`config.mk`:
```
export PLATFORM = sky130hd
export DESIGN_NAME = d2l_master_tx
export DESIGN_NICKNAME = d
export VERILOG_FILES = /design/src/rtl/d2l_pkg.sv /design/src/rtl/d2l_tx_shiftreg.sv /design/src/rtl/d2l_master_tx.sv
export SDC_FILE = /design/constraint.sdc
export NUM_CORES = 1
export LEC_CHECK = 0
export ABC_AREA = 1
export BUFFER_PORTS_ARGS = -buffer_cell sky130_fd_sc_hd__clkbuf_2
export CAP_MARGIN = 25
export CORE_UTILIZATION = 60
export CTS_BUF_LIST = sky130_fd_sc_hd__clkbuf_4 sky130_fd_sc_hd__clkbuf_8 sky130_fd_sc_hd__clkbuf_16
export DETAILED_ROUTE_END_ITERATION = 6
export GPL_ROUTABILITY_DRIVEN = 1
export GPL_TIMING_DRIVEN = 0
export PLACE_DENSITY = 0.84
export SYNTH_ARGS = -nofsm -noshare
export SYNTH_HDL_FRONTEND = slang
export SYNTH_SLANG_ARGS = --single-unit
```
`constraint.sdc`:
```
create_clock -name sclk -period 2.91 [get_ports sclk]
set_clock_uncertainty 0.1 [all_clocks]
set_input_delay 0 -clock sclk [delete_from_list [all_inputs] [get_ports sclk]]
set_output_delay 0 -clock sclk [all_outputs]
set_load 0.02 [all_outputs]
```
`src/rtl/d2l_pkg.sv`:
```
// Shared D2L definitions: FSM state encoding, width limit and the
// frame-length helper used by both the transmitter and the receiver.
package d2l_pkg;

  typedef enum logic [1:0] {
    ST_IDLE  = 2'd0,
    ST_SETUP = 2'd1,
    ST_SEND  = 2'd2,
    ST_GAP   = 2'd3
  } d2l_state_e;

  localparam int unsigned D2L_MAX_WIDTH = 128;

  function automatic int unsigned d2l_cycles(input int unsigned width);
    return width / 2;
  endfunction

endpackage

```
`src/rtl/d2l_tx_shiftreg.sv`:
```
// Payload register for the D2L transmitter: parallel load, 2-bit left shift,
// top two bits exposed as the next pair to drive onto the link.
module d2l_tx_shiftreg #(
  parameter int unsigned DATA_WIDTH = 64
) (
  input  logic                  sclk,
  input  logic                  rst,
  input  logic                  i_load,
  input  logic                  i_shift,
  input  logic [DATA_WIDTH-1:0] i_data,
  output logic [1:0]            o_top
);

  logic [DATA_WIDTH-1:0] r_sr;

  always_ff @(posedge sclk) begin
    if (rst)          r_sr <= '0;
    else if (i_load)  r_sr <= i_data;
    else if (i_shift) r_sr <= r_sr << 2;
  end

  assign o_top = r_sr[DATA_WIDTH-1 -: 2];

endmodule

```
`src/rtl/d2l_master_tx.sv`:
```
// D2L transmitter: frames a DATA_WIDTH word with active-low CS and sends it
// MSB pair first on OutLine1/OutLine0, one pair per sclk, all on the rising edge.
module d2l_master_tx
  import d2l_pkg::*;
#(
  parameter int unsigned DATA_WIDTH = 64,
  parameter int unsigned GAP_CYCLES = 2
) (
  input  logic                  sclk,
  input  logic                  rst,
  input  logic                  start,
  input  logic [DATA_WIDTH-1:0] DATA_IN,
  output logic                  ready,
  output logic                  done,
  output logic                  CS,
  output logic                  OutLine1,
  output logic                  OutLine0
);

  localparam int unsigned N   = d2l_cycles(DATA_WIDTH);
  localparam int unsigned PCW = (N > 1) ? $clog2(N) : 1;
  localparam int unsigned GCW = $clog2(GAP_CYCLES + 1);

  if ((DATA_WIDTH % 2) != 0 || DATA_WIDTH > D2L_MAX_WIDTH || DATA_WIDTH < 2) begin : g_bad_width
    $error("d2l_master_tx: DATA_WIDTH must be even and within 2..%0d", D2L_MAX_WIDTH);
  end
  if (GAP_CYCLES < 1) begin : g_bad_gap
    $error("d2l_master_tx: GAP_CYCLES must be at least 1");
  end

  d2l_state_e     r_state, w_state_nxt;
  logic [PCW-1:0] r_pair,  w_pair_nxt;
  logic [GCW-1:0] r_gap,   w_gap_nxt;
  logic           r_cs,    w_cs_nxt;
  logic [1:0]     r_lines, w_lines_nxt;
  logic           r_done,  w_done_nxt;
  logic           w_load, w_shift;
  logic [1:0]     w_top;

  d2l_tx_shiftreg #(.DATA_WIDTH(DATA_WIDTH)) u_sr (
    .sclk    (sclk),
    .rst     (rst),
    .i_load  (w_load),
    .i_shift (w_shift),
    .i_data  (DATA_IN),
    .o_top   (w_top)
  );

  always_ff @(posedge sclk) begin
    if (rst) begin
      r_state <= ST_IDLE;
      r_pair  <= '0;
      r_gap   <= '0;
      r_cs    <= 1'b1;
      r_lines <= '0;
      r_done  <= 1'b0;
    end else begin
      r_state <= w_state_nxt;
      r_pair  <= w_pair_nxt;
      r_gap   <= w_gap_nxt;
      r_cs    <= w_cs_nxt;
      r_lines <= w_lines_nxt;
      r_done  <= w_done_nxt;
    end
  end

  // The pair loaded on an edge is taken from the shift register before that
  // same edge shifts it, so SETUP's exit edge already presents pair 0.
  always_comb begin
    w_state_nxt = r_state;
    w_pair_nxt  = r_pair;
    w_gap_nxt   = r_gap;
    w_cs_nxt    = r_cs;
    w_lines_nxt = r_lines;
    w_done_nxt  = 1'b0;
    w_load      = 1'b0;
    w_shift     = 1'b0;
    unique case (r_state)
      ST_IDLE: begin
        w_cs_nxt    = 1'b1;
        w_lines_nxt = '0;
        if (start) begin
          w_load      = 1'b1;
          w_cs_nxt    = 1'b0;
          w_pair_nxt  = '0;
          w_state_nxt = ST_SETUP;
        end
      end
      ST_SETUP: begin
        w_lines_nxt = w_top;
        w_shift     = 1'b1;
        w_pair_nxt  = '0;
        w_state_nxt = ST_SEND;
      end
      ST_SEND: begin
        if (r_pair == PCW'(N - 1)) begin
          w_cs_nxt    = 1'b1;
          w_lines_nxt = '0;
          w_gap_nxt   = '0;
          w_state_nxt = ST_GAP;
        end else begin
          w_lines_nxt = w_top;
          w_shift     = 1'b1;
          w_pair_nxt  = r_pair + 1'b1;
        end
      end
      ST_GAP: begin
        if (r_gap == GCW'(GAP_CYCLES - 1)) begin
          w_done_nxt  = 1'b1;
          w_gap_nxt   = '0;
          w_state_nxt = ST_IDLE;
        end else begin
          w_gap_nxt   = r_gap + 1'b1;
        end
      end
      default: w_state_nxt = ST_IDLE;
    endcase
  end

  assign ready    = (r_state == ST_IDLE);
  assign done     = r_done;
  assign CS       = r_cs;
  assign OutLine1 = r_lines[1];
  assign OutLine0 = r_lines[0];

endmodule
```
==> reports/results.txt, run 1 <==
After detailed routing, the average wire length per cell comes to 13.4 um. The library cells used most frequently in the layout, excluding fill and tap cells, are sky130_fd_sc_hd__nand2_1, sky130_fd_sc_hd__dfxtp_1, sky130_fd_sc_hd__clkbuf_2. The run finished with clean final reports. The tools report the root buffer cell as sky130_fd_sc_hd__clkbuf_8. For the count of TritonRoute iterations in the first routing pass, the log shows 5.

Along the worst hold path, the cell count comes to 3. The path with the worst hold slack has its endpoint at CS. The level count of the clock H-tree is 3.

The tightest hold path in the finished design has a slack of 0.0147 ns. The total of buffers placed on input and output ports was 70; the synthesized-area fraction occupied by adder cells was 0.0200. In this run the remaining antenna-violating nets after routing total 0. The tools report the clock network fraction of design power as 0.200. After floorplanning, the core was sized to cover 6910 sq um. The area of all sequential standard cells is 1540 sq um, and the post-place setup slack is 0.963 ns. TritonCTS created 9 clock buffers. For the worst-skew pair, the clock arrives at the later sink with an insertion delay of 0.35 ns. Setup repair after global routing left no endpoint under its margin. The initial antenna violation count is 0.

Once routing completed, OpenROAD measured the worst setup slack at 0.934 ns. Complex-gate fraction of the synthesized area: 0.128. After routing, the total negative slack on setup checks comes to 0 ns. STA puts the critical path data arrival time at 2.16 ns. The worst setup path is captured at a flop. The worst path required time was 3.09 ns; the cell area power density was 780 nW/um^2. Area overhead of the layout relative to synthesis: 30.5%. The run gives 0 as the max capacitance violation total. For the design internal power, the log shows 0.00263 W. Effective utilization at floorplan: 0.634.

Detailed placement finished with a half-perimeter wire length of 6.80 mm. The number of instances in the synthesized netlist was 583. The run gives 0.305 as the global-route total usage across every layer. Overall die width: 87.4 um. After clock tree synthesis, the clock-pin slew on the worst setup and hold paths is 0.08 ns. For this block, the routed nets add up to 11.1 mm of wire.

For the worst IR drop on VDD, the log shows 0.535 mV. The power share of the sequential group was 0.315. The total number of nets in the final design was 803; the fraction of synthesized area in multiplexers was 0. The tools report the count of distinct cell types in the synthesized netlist as 24.

Derived from the worst setup path, the maximum achievable clock frequency is 506 MHz. The worst register-to-register path ends at u_sr.r_sr[17]. In this run the static leakage power is 2.46 nW.

The number of hold-slack violations in the final timing report came out at 0. The repair_antennas step left the layout with diodes totalling 0. The share of final-layout standard cells stronger than drive strength 1 was 0.308; the synthesized netlist net count was 657. The logs give 0 for the number of pins with negative max-slew slack in the final report and 0.485 for the combinational fraction of design power.

The post-synthesis simple-gate area fraction came out at 0.402. Portion of the clock cycle consumed by the worst path in the final layout: 0.679. The number of standard-cell rows in the floorplan is 30, and the setup slack of the most critical reg-to-reg path is 0.93 ns. Post-synthesis xor/xnor area fraction: 0.

The relative slew slack was 0.508; the number of clock sinks was 77. The most common library cell in the layout ignoring fill and taps was sky130_fd_sc_hd__nand2_1. The post-synthesis cell area is 4380 sq um, and the number of top-level design ports is 72. The startpoint identified for the worst register-to-register timing path is r_pair[0].

Switching share of total power: 0.409. The critical path startpoint category was a flop. The average size of a mapped cell came out at 7.51 sq um.

Of all nets on the critical path, the largest fanout is 10. After detailed routing, the number of vias per cell comes to 5.15. The number of cells on the worst reg-to-reg path is 12. For this run the aggregate overflow at the end of global routing stands at 0. The tools report the beginning of the worst hold path as rst. The area of the die is 7640 sq um, and the global placement routability congestion is 0.816.

TritonCTS built the clock tree. The first global-routing pass estimated 18.3 mm of wire. The logs give 4183 for the via count of the first global-routing pass and 0 for the total setup violations reported at the end of the flow.

After synthesis, the largest family of logic cells by area is simple AND/OR/NAND/NOR gates. The critical path in this run is classified as flop to flop. From bottom edge to top edge, the die measures 87.4 um.

The transition time at the pin with the least slew margin is 0.737 ns, and the number of violations reported at the end of detailed-routing iteration 0 is 193. After synthesis the netlist holds a flip-flop and latch count of 77. After layout, the design draws a total of 0.00445 W. The DRC violation count after routing was 0. Maximum buffer depth of the clock tree: 2.

The final critical delay including setup and external delays was 1.98 ns. The logs give 4266 for the overall via count from detail_route and 0.00182 W for the switching power. The logs give 13 for the pin count of the biggest net entering global routing and 0.352 for the fraction of the yosys area taken by sequential cells. For the area of combinational cells with multiple inputs, the log shows 2410 sq um. The count of yosys warnings during synthesis is 0. The path class of the tightest hold or removal check is primary input to flop. The filler cells instantiated in the layout total 469.
[worst max-delay path, stage by stage (launching register included)]
cell and delay (ns):
sky130_fd_sc_hd__dfxtp_1 0.41, sky130_fd_sc_hd__ha_1 0.19, sky130_fd_sc_hd__nand2_1 0.07, sky130_fd_sc_hd__nor2_1 0.10, sky130_fd_sc_hd__ha_1 0.17, sky130_fd_sc_hd__inv_1 0.05, sky130_fd_sc_hd__nand2_2 0.08, sky130_fd_sc_hd__nand2_2 0.08
sky130_fd_sc_hd__nand2_4 0.12, sky130_fd_sc_hd__buf_12 0.17, sky130_fd_sc_hd__buf_12 0.15, sky130_fd_sc_hd__nand3_2 0.08, sky130_fd_sc_hd__a21oi_2 0.14
[routing by layer]
layer,vias up,routed length [um],track usage
met5,-,0,0
li1,2154,-,-
met1,1951,4710,0.369
met3,34,554,0.0588
met4,0,339,0.140
met2,127,5500,0.523
[sequential cells by signal, summed over array words and instances (netlist names)]
signal     count
CS             1
r_gap          2
r_pair         5
r_lines        2
done           1
u_sr.r_sr     64
r_state        2
[metrics by stage]
| stage | util | instances | cell area (sq um) |
|---|---|---|---|
| 2_1_floorplan | - | 583 | 4380 |
| 3_3_place_gp | 0.702 | 749 | 4850 |
| 3_5_place_dp | 0.702 | 749 | 4850 |
| 4_1_cts | 0.827 | 829 | 5710 |
| 5_1_grt | 0.827 | 829 | 5710 |
| 6_report | 0.827 | 829 | 5710 |
[power groups by stage]
stage / sequential (W) / clock [W] / combinational (W)
after floorplan: 0.00140 / 0 / 0.00166
after global placement: 0.00141 / 0 / 0.00202
after detailed placement: 0.00142 / 0 / 0.00207
after CTS: 0.00140 / 0.000891 / 0.00215
after global routing: 0.00143 / 0.000948 / 0.00237
final: 0.00140 / 0.000891 / 0.00216
[worst max path at each step]
stage / endpoint / slack [ns] / startpoint / cells after the start
3_3_place_gp: u_sr.r_sr[13] / 0.99 / r_pair[0] / 12
6_report: u_sr.r_sr[17] / 0.93 / r_pair[0] / 12
2_1_floorplan: u_sr.r_sr[40] / 1.18 / r_pair[0] / 12
4_1_cts: u_sr.r_sr[57] / 0.93 / r_pair[0] / 12
5_1_grt: u_sr.r_sr[34] / 0.77 / r_pair[0] / 11
3_5_place_dp: u_sr.r_sr[57] / 0.96 / r_pair[0] / 12
[final cells by class]
class | instances | area share
Multi-Input combinational cell | 447 | 0.421
Inverter | 18 | 0.0118
Tap cell | 96 | 0.0210
Buffer | 41 | 0.0631
Timing Repair Buffer | 135 | 0.175
Clock buffer | 10 | 0.0241
Sequential cell | 77 | 0.270
Clock inverter | 5 | 0.0131
[cell usage after synthesis]
master | number | share of area
sky130_fd_sc_hd__nand2_1 | 272 | 0.23
sky130_fd_sc_hd__dfxtp_1 | 77 | 0.35
sky130_fd_sc_hd__a21oi_2 | 50 | 0.10
sky130_fd_sc_hd__nand3_2 | 50 | 0.11
sky130_fd_sc_hd__nand3_1 | 22 | 0.025
sky130_fd_sc_hd__a21oi_1 | 18 | 0.021
sky130_fd_sc_hd__inv_1 | 16 | 0.014
sky130_fd_sc_hd__buf_2 | 15 | 0.017
sky130_fd_sc_hd__nor2_1 | 12 | 0.010
sky130_fd_sc_hd__buf_6 | 11 | 0.028
sky130_fd_sc_hd__clkbuf_1 | 7 | 0.0060
sky130_fd_sc_hd__ha_1 | 7 | 0.020
sky130_fd_sc_hd__buf_12 | 6 | 0.027
sky130_fd_sc_hd__o21ai_0 | 5 | 0.0057
sky130_fd_sc_hd__nand2_2 | 3 | 0.0043
sky130_fd_sc_hd__nand4_1 | 3 | 0.0043
sky130_fd_sc_hd__buf_4 | 2 | 0.0034
sky130_fd_sc_hd__clkinv_1 | 1 | 0.00086
sky130_fd_sc_hd__inv_2 | 1 | 0.00086
sky130_fd_sc_hd__nand2_4 | 1 | 0.0026
sky130_fd_sc_hd__nand2_8 | 1 | 0.0046
sky130_fd_sc_hd__nor4_1 | 1 | 0.0014
sky130_fd_sc_hd__o211ai_1 | 1 | 0.0017
sky130_fd_sc_hd__or2_2 | 1 | 0.0014
[cells by family after synthesis]
group                      count (synthesis)
and+or+nand+nor                          366
DFF                                       77
AOI/OAI and AO/OA                         74
buffers and inverters                     59
adders and majority gates                  7
[what timing repair did]
action,4_1_cts,5_1_grt
buffers inserted,0,0
gates resized for setup,0,0
hold buffers,65,0
hold endpoints to repair,65,0
No activity file was read; power rests on OpenSTA's default activity.
==> run 2, diff against run 1 <==
--- a/config.mk
+++ b/config.mk
@@ -8,12 +8,12 @@
 export ABC_AREA = 1
 export BUFFER_PORTS_ARGS = -buffer_cell sky130_fd_sc_hd__clkbuf_2
 export CAP_MARGIN = 25
-export CORE_UTILIZATION = 60
+export CORE_UTILIZATION = 51
 export CTS_BUF_LIST = sky130_fd_sc_hd__clkbuf_4 sky130_fd_sc_hd__clkbuf_8 sky130_fd_sc_hd__clkbuf_16
 export DETAILED_ROUTE_END_ITERATION = 6
 export GPL_ROUTABILITY_DRIVEN = 1
 export GPL_TIMING_DRIVEN = 0
-export PLACE_DENSITY = 0.84
+export PLACE_DENSITY = 0.76
 export SYNTH_ARGS = -nofsm -noshare
 export SYNTH_HDL_FRONTEND = slang
 export SYNTH_SLANG_ARGS = --single-unit
==> constraint.sdc (replaced) <==
create_clock -name sclk -period 1.7 [get_ports sclk]
set_clock_uncertainty 0.1 [all_clocks]
set_input_delay 0 -clock sclk [delete_from_list [all_inputs] [get_ports sclk]]
set_output_delay 0 -clock sclk [all_outputs]
set_load 0.02 [all_outputs]
==> reports/results.txt, run 2 (synthesis gave the netlist of run 1 again) <==
The run finished, with violations left. The final reports fail on setup timing. Arrival time of the worst setup path: 2.00 ns (-0.16 ns).

The HPWL reported at the end of detailed placement was 6.96 mm (+2.4%); the relative slew slack was 0.483 (-0.0256). The overall via count from detail_route is 4642 (+8.8%), and the clock edge transition at the registers on the reported setup and hold paths is 0.08 ns (about the same). The flip-flop count of the largest register, all copies and words added is 64 (unchanged), and the maximum buffer depth of the clock tree is 2 (unchanged).

The placeable core region was 8260 sq um (+20%). TritonCTS built the clock tree. Among all stages on the critical path, the largest delay is contributed by sky130_fd_sc_hd__dfxtp_2. The cell area power density is 1460 nW/um^2 (+87%). The number of fill cells in the layout is 487 (+3.8%). The height of the die is 94.6 um (+8.3%), and the total number of nets in the final design is 824 (+2.6%).

The delay contributed by the slowest stage of the critical path is 0.36 ns (-0.05 ns). Portion of the clock cycle consumed by the worst path in the final layout: 1.11 (+0.430). The most flop-heavy register was u_sr.r_sr.

The run gives 8950 sq um (+17%) as the area of the die. The run gives 0 (unchanged) as the max capacitance violation total. Leaving out fill and tap cells, the most frequent cell in the layout is sky130_fd_sc_hd__nand2_1.

Cell area after placement: 4860 sq um (+0.34%). The DRC violation count after routing is 0 (unchanged), and the number of buffers created by CTS is 9 (unchanged). Setup repair after global routing could not meet its margin everywhere.

The level count of the clock H-tree is 3 (unchanged), and the leakage power total is 3.01 nW (+23%). For the antenna cell count, the log shows 0 (unchanged). Traced cell by cell, the critical path runs through ha_4 -> nand2_4 -> nor2_4 -> ha_4 -> inv_2 -> nand2_2 -> nand2_2 -> nand2_4 -> buf_8 -> nand2_8 -> clkbuf_16 -> nand2_1 -> a21oi_2. The overall overflow remaining after global route is 0 (unchanged). The run gives 0.262 (-0.0436) as the global-route total usage across every layer. Number of violations reported at the end of detailed-routing iteration 0: 187 (-3.1%). The area growth from synthesis to layout is 49.8%. The maximum clock frequency was 531 MHz (+4.8%). The number of clock sinks was 77 (unchanged). For the effective utilization at floorplan, the log shows 0.530 (-0.104). The overall power of the completed layout was 0.00954 W (+110%); the share of final-layout standard cells stronger than drive strength 1 was 0.436 (+0.127).

The overall die width is 94.6 um (+8.3%). The worst setup path is launched from a flop. The total buffers and inverters traversed by the critical path works out to 3 (unchanged).

The logs give 0 (unchanged) for the count of nets left with antenna violations after detail routing and 72 (unchanged) for the number of top-level design ports. The final standard cell area without fillers was 6560 sq um (+15%). The worst IR drop on VDD is 0.760 mV (+42%), and the initial antenna violation count is 0 (unchanged). Transition time at the pin with the least slew margin: 0.776 ns (+0.0384 ns). The top cell types in the final layout, fill and taps aside, are sky130_fd_sc_hd__nand2_1, sky130_fd_sc_hd__dfxtp_1, sky130_fd_sc_hd__clkbuf_2. For the number of pins with negative max-slew slack in the final report, the log shows 0 (unchanged). Via count of the first global-routing pass: 4179 (-0.096%).

The via-per-instance ratio works out to 5.40 (+4.9%). The maximum fanout along the worst path was 5 (-5). On the critical path the largest part of the delay comes from simple AND/OR/NAND/NOR gates.

The average detailed-routed wire length per instance is 15.9 um (+19%), and the number of hold-slack violations in the final timing report is 0 (unchanged). STA classifies the critical path endpoint as a flop. The total setup violations reported at the end of the flow was 64 (+64). The type of the worst min-delay path was primary input to flop. The total of buffers placed on input and output ports came out at 70 (unchanged). The logs give 0.36 ns (about the same) for the clock network latency to the later pin of the worst-skew pair and 33 (+10%) for the number of standard-cell rows in the floorplan. The run gives 860 (+3.7%) as the non-filler instance count after layout. The wire length after detailed routing is 13.7 mm (+23%), and the smallest setup slack after layout is -0.185 ns (-1.12 ns). The tools report the global placement routability congestion as 0.818 (+0.18%). The largest registers in the layout are u_sr.r_sr: 64 flops, r_pair: 5 flops.

In this run the clock root is driven by a sky130_fd_sc_hd__clkbuf_8. Final critical delay including setup and external delays: 1.88 ns (-0.0913 ns). For the global-route wire length before repair, the log shows 18.5 mm (+1.2%). The run gives 13 (unchanged) as the pin count of the biggest net entering global routing.

Worst path required time: 1.81 ns (-1.28 ns). The critical path in this run is classified as flop to flop. The logs give 5 (unchanged) for the count of TritonRoute iterations in the first routing pass and 758 (+1.2%) for the placed cell count.
## run 2: changes by cell type in the layout (fill, tap and decap cells not counted), sizes merged
cell    previous run  this run
clkbuf            87       103
clkinv             4         5
buf               34        38
nand2            277       279
bufinv             2         1
## run 2: layout make-up
| cell class | count | area, sq um | share of cell area |
|---|---|---|---|
| multi-input combinational | 449 | 2870 | 0.437 |
| clock inverter | 5 | 50.0 | 0.00764 |
| inverter | 18 | 70.1 | 0.0107 |
| buffer | 41 | 428 | 0.0653 |
| clock buffer | 11 | 145 | 0.0221 |
| sequential | 77 | 1550 | 0.236 |
| tap | 105 | 131 | 0.0200 |
| timing repair buffer | 154 | 1320 | 0.201 |
## run 2: what timing repair did
| action | in CTS | in global routing |
|---|---|---|
| pin swaps | 6 | 7 |
| gates cloned | 2 | 10 |
| hold endpoints to repair | 65 | 0 |
| resized for setup | 14 | 136 |
| setup buffers | 7 | 3 |
| setup endpoints to repair | 66 | 74 |
| hold buffers | 65 | 0 |
## run 2: per-stage QoR
stage	setup slack [ns]	hold WS (ns)	TNS [ns]	utilization
finish	-0.185	0.0402	-7.64	0.794
global route	-0.256	0.0792	-12.00	0.794
CTS	-0.124	0.0252	-6.46	0.709
detailed placement	-0.224	0.167	-12.71	0.589
global placement	-0.174	0.163	-9.94	0.589
floorplan	-0.0145	0.0483	-0.641	-
## run 2: final timing paths
check,from,end,slack (ns),depth (start not counted)
setup / recovery,r_pair[0],u_sr.r_sr[3],-0.18,13
hold / removal,rst,CS,0.04,3
setup reg to reg,r_pair[0],u_sr.r_sr[3],-0.18,13
hold reg to reg,r_gap[1],done,0.35,1
## run 2: where the power goes
group          switching, W  internal [W]  total, W
Sequential         0.000260       0.00217   0.00243
Combinational       0.00318       0.00251   0.00569
Clock              0.000700      0.000726   0.00143
Total               0.00414       0.00541   0.00954
## run 2: layer usage
| metal | global-route usage | up-vias | routed length [um] |
|---|---|---|---|
| met5 | 0 | - | 0 |
| met4 | 0.112 | 0 | 364 |
| met3 | 0.0370 | 44 | 597 |
| met2 | 0.460 | 157 | 7170 |
| met1 | 0.316 | 2235 | 5540 |
| li1 | - | 2206 | - |
## run 2: worst register-to-register path, cell delays in order, from the launching register on
cell                        delay, ns
sky130_fd_sc_hd__dfxtp_2         0.36
sky130_fd_sc_hd__ha_4            0.15
sky130_fd_sc_hd__nand2_4         0.05
sky130_fd_sc_hd__nor2_4          0.09
sky130_fd_sc_hd__ha_4            0.14
sky130_fd_sc_hd__inv_2           0.03
sky130_fd_sc_hd__nand2_2         0.06
sky130_fd_sc_hd__nand2_2         0.06
sky130_fd_sc_hd__nand2_4         0.12
sky130_fd_sc_hd__buf_8           0.16
sky130_fd_sc_hd__nand2_8         0.10
sky130_fd_sc_hd__clkbuf_16       0.17
sky130_fd_sc_hd__nand2_1         0.09
sky130_fd_sc_hd__a21oi_2         0.06
==> run 3, diff against run 2 <==
==> constraint.sdc (replaced) <==
create_clock -name sclk -period 1.73 [get_ports sclk]
set_clock_uncertainty 0.1 [all_clocks]
set_input_delay 0 -clock sclk [delete_from_list [all_inputs] [get_ports sclk]]
set_output_delay 0 -clock sclk [all_outputs]
set_load 0.02 [all_outputs]
==> reports/results.txt, run 3 (synthesis gave the netlist of run 1 again) <==
The total of buffers placed on input and output ports came out at 70 (unchanged). The maximum clock frequency was 518 MHz (-2.4%). The worst path required time came out at 1.84 ns (+0.03 ns).

Relative slew slack: 0.500 (+0.0168). The endpoint type of the worst setup path is a flop. Flip-flop count of the largest register, all copies and words added: 64 (unchanged).

The area growth from synthesis to layout is 46.0%. The wire length after detailed routing is 12.5 mm (-8.8%), and the HPWL reported at the end of detailed placement is 6.84 mm (-1.7%). The area of the die came out at 8950 sq um (unchanged). The run gives 4243 (+1.5%) as the via count of the first global-routing pass. The number of top-level design ports is 72 (unchanged). Number of standard-cell rows in the floorplan: 33 (unchanged). The global-route total usage across every layer was 0.268 (+0.00603); the total number of nets in the final design was 822 (-0.24%). For the clock network latency to the later pin of the worst-skew pair, the log shows 0.35 ns (about the same).

The portion of the clock cycle consumed by the worst path in the final layout works out to 1.12 (+0.00717). The overall die width works out to 94.6 um (unchanged). The category of the critical setup timing path is flop to flop.

The post-place setup slack was -0.225 ns (-0.000606 ns). The worst setup path is launched from a flop. The count of TritonRoute iterations in the first routing pass is 5 (unchanged), and the overall overflow remaining after global route is 0 (unchanged). The arrival time of the worst setup path came out at 2.04 ns (+0.04 ns).

The total setup violations reported at the end of the flow came out at 66 (+3.1%). The height of the die is 94.6 um (unchanged). The cell area power density works out to 1430 nW/um^2 (-1.6%). The run gives 77 (unchanged) as the number of clock sinks. The average detailed-routed wire length per instance works out to 14.5 um (-8.6%). The antenna cell count was 0 (unchanged). The run gives 0 (unchanged) as the DRC violation count after routing.

The number of violations reported at the end of detailed-routing iteration 0 came out at 193 (+3.2%). The logs give 0 (unchanged) for the max capacitance violation total and 0 (unchanged) for the number of hold-slack violations in the final timing report. For the global-route wire length before repair, the log shows 18.9 mm (+2.2%). Worst IR drop on VDD: 0.744 mV (-2.0%). The logs give 758 (unchanged) for the placed cell count and -0.20 ns (-0.02 ns) for the setup slack of the most critical reg-to-reg path.

The transition time at the pin with the least slew margin is 0.751 ns (-0.0252 ns), and the global placement routability congestion is 0.792 (-3.1%). The final standard cell utilization of the core was 0.773 (-0.0205). The type of the worst min-delay path is primary input to flop. The run finished, with violations left.

The final sum of negative setup slack was -10.53 ns (-2.89 ns). Final critical delay including setup and external delays: 1.93 ns (+0.0457 ns). Leaving out fill and tap cells, the most frequent cell in the layout is sky130_fd_sc_hd__nand2_1.

The clock edge transition at the registers on the reported setup and hold paths works out to 0.08 ns (about the same). The critical path starts at r_pair[1]. The placeable core region was 8260 sq um (unchanged). The run gives -0.200 ns (-0.0157 ns) as the smallest setup slack after layout. The run gives 4466 (-3.8%) as the overall via count from detail_route. TritonCTS built the clock tree. The number of pins with negative max-slew slack in the final report came out at 0 (unchanged). In this run the critical register-to-register path is captured at u_sr.r_sr[61]. The number of cell instances on the worst register-to-register path is 13 (unchanged). The via-per-instance ratio was 5.21 (-3.6%). The final reports fail on setup timing. The maximum buffer depth of the clock tree was 2 (unchanged). Setup repair after global routing could not meet its margin everywhere. The worst register-to-register path begins at r_pair[1]. Initial antenna violation count: 0 (unchanged). The run gives 0.00915 W (-4.1%) as the overall power of the completed layout. Hold-critical path depth: 3 (unchanged). The leakage power total was 2.89 nW (-4.2%). The tools report the root buffer cell as sky130_fd_sc_hd__clkbuf_8. The share of final-layout standard cells stronger than drive strength 1 came out at 0.413 (-0.0227). The maximum fanout along the worst path works out to 8 (+3).

In this run the most critical hold path is launched from rst. The number of buffers created by CTS is 9 (unchanged). The endpoint of the worst hold path is CS. In the final layout, the registers with the most flip-flops are u_sr.r_sr: 64 flops, r_pair: 5 flops. The effective utilization at floorplan came out at 0.530 (unchanged). The tools report the level count of the clock H-tree as 3 (unchanged).

For the pin count of the biggest net entering global routing, the log shows 14 (+1). The count of nets left with antenna violations after detail routing is 0 (unchanged). The top cell types in the final layout, fill and taps aside, are sky130_fd_sc_hd__nand2_1, sky130_fd_sc_hd__dfxtp_1, sky130_fd_sc_hd__clkbuf_2. More flip-flops sit in one register than any other, and that register is u_sr.r_sr. Non-filler instance count after layout: 858 (-0.23%).
run 3: critical path: stages (launching register included):
cell	delay (ns)
sky130_fd_sc_hd__dfxtp_4	0.37
sky130_fd_sc_hd__ha_4	0.14
sky130_fd_sc_hd__nand2_4	0.05
sky130_fd_sc_hd__nor2_2	0.09
sky130_fd_sc_hd__ha_2	0.20
sky130_fd_sc_hd__inv_2	0.04
sky130_fd_sc_hd__nand2_2	0.07
sky130_fd_sc_hd__nand2_2	0.07
sky130_fd_sc_hd__nand2_4	0.11
sky130_fd_sc_hd__buf_6	0.14
sky130_fd_sc_hd__nand2_8	0.11
sky130_fd_sc_hd__clkbuf_16	0.20
sky130_fd_sc_hd__nand2_4	0.06
sky130_fd_sc_hd__a21oi_2	0.05
run 3: final cells by class:
| cell class | count | area, sq um |
|---|---|---|
| inverters | 18 | 70.1 |
| plain buffers | 41 | 392 |
| repair buffers | 153 | 1270 |
| clock buffers | 10 | 138 |
| clock inverters | 6 | 110 |
| fillers | 547 | 1870 |
| multi-input cells | 448 | 2720 |
| flip-flops and latches | 77 | 1550 |
| well taps | 105 | 131 |
run 3: worst max-delay path by stage:
stage / slack, ns / cells after the start / end
floorplan: 0.01 / 12 / u_sr.r_sr[40]
global placement: -0.13 / 12 / u_sr.r_sr[12]
detailed placement: -0.22 / 12 / u_sr.r_sr[9]
CTS: -0.18 / 13 / u_sr.r_sr[51]
global route: -0.27 / 13 / u_sr.r_sr[48]
finish: -0.20 / 13 / u_sr.r_sr[61]
run 3: repair_timing:
item | 4_1_cts | 5_1_grt
setup endpoints to repair | 70 | 74
resized for setup | 27 | 84
hold endpoints to repair | 65 | 0
gates cloned | 3 | 6
hold buffers | 65 | 0
setup buffers | 7 | 3
pin swaps | 6 | 7
run 3: per-layer routing:
layer  vias to the layer above  track usage  share of wire
met5                         -            0              0
met4                         0        0.122          0.027
met3                        31       0.0330          0.040
met2                       136        0.475           0.52
met1                      2104        0.320           0.41
li1                       2195            -              -
run 3: power by group:
group | total, W | switching (W) | internal (W) | leakage [nW]
Combinational | 0.00510 | 0.00285 | 0.00224 | 2.14
Clock | 0.00169 | 0.000691 | 0.000995 | 0.119
Sequential | 0.00237 | 0.000241 | 0.00213 | 0.626
Total | 0.00915 | 0.00378 | 0.00536 | 2.89
run 3: per-stage QoR:
stage	hold WS, ns	cell area, sq um
after floorplan	0.0483	4380
after global placement	0.162	4860
after detailed placement	0.162	4860
after CTS	0.0200	5940
after global routing	0.0510	6390
final	0.0399	6390
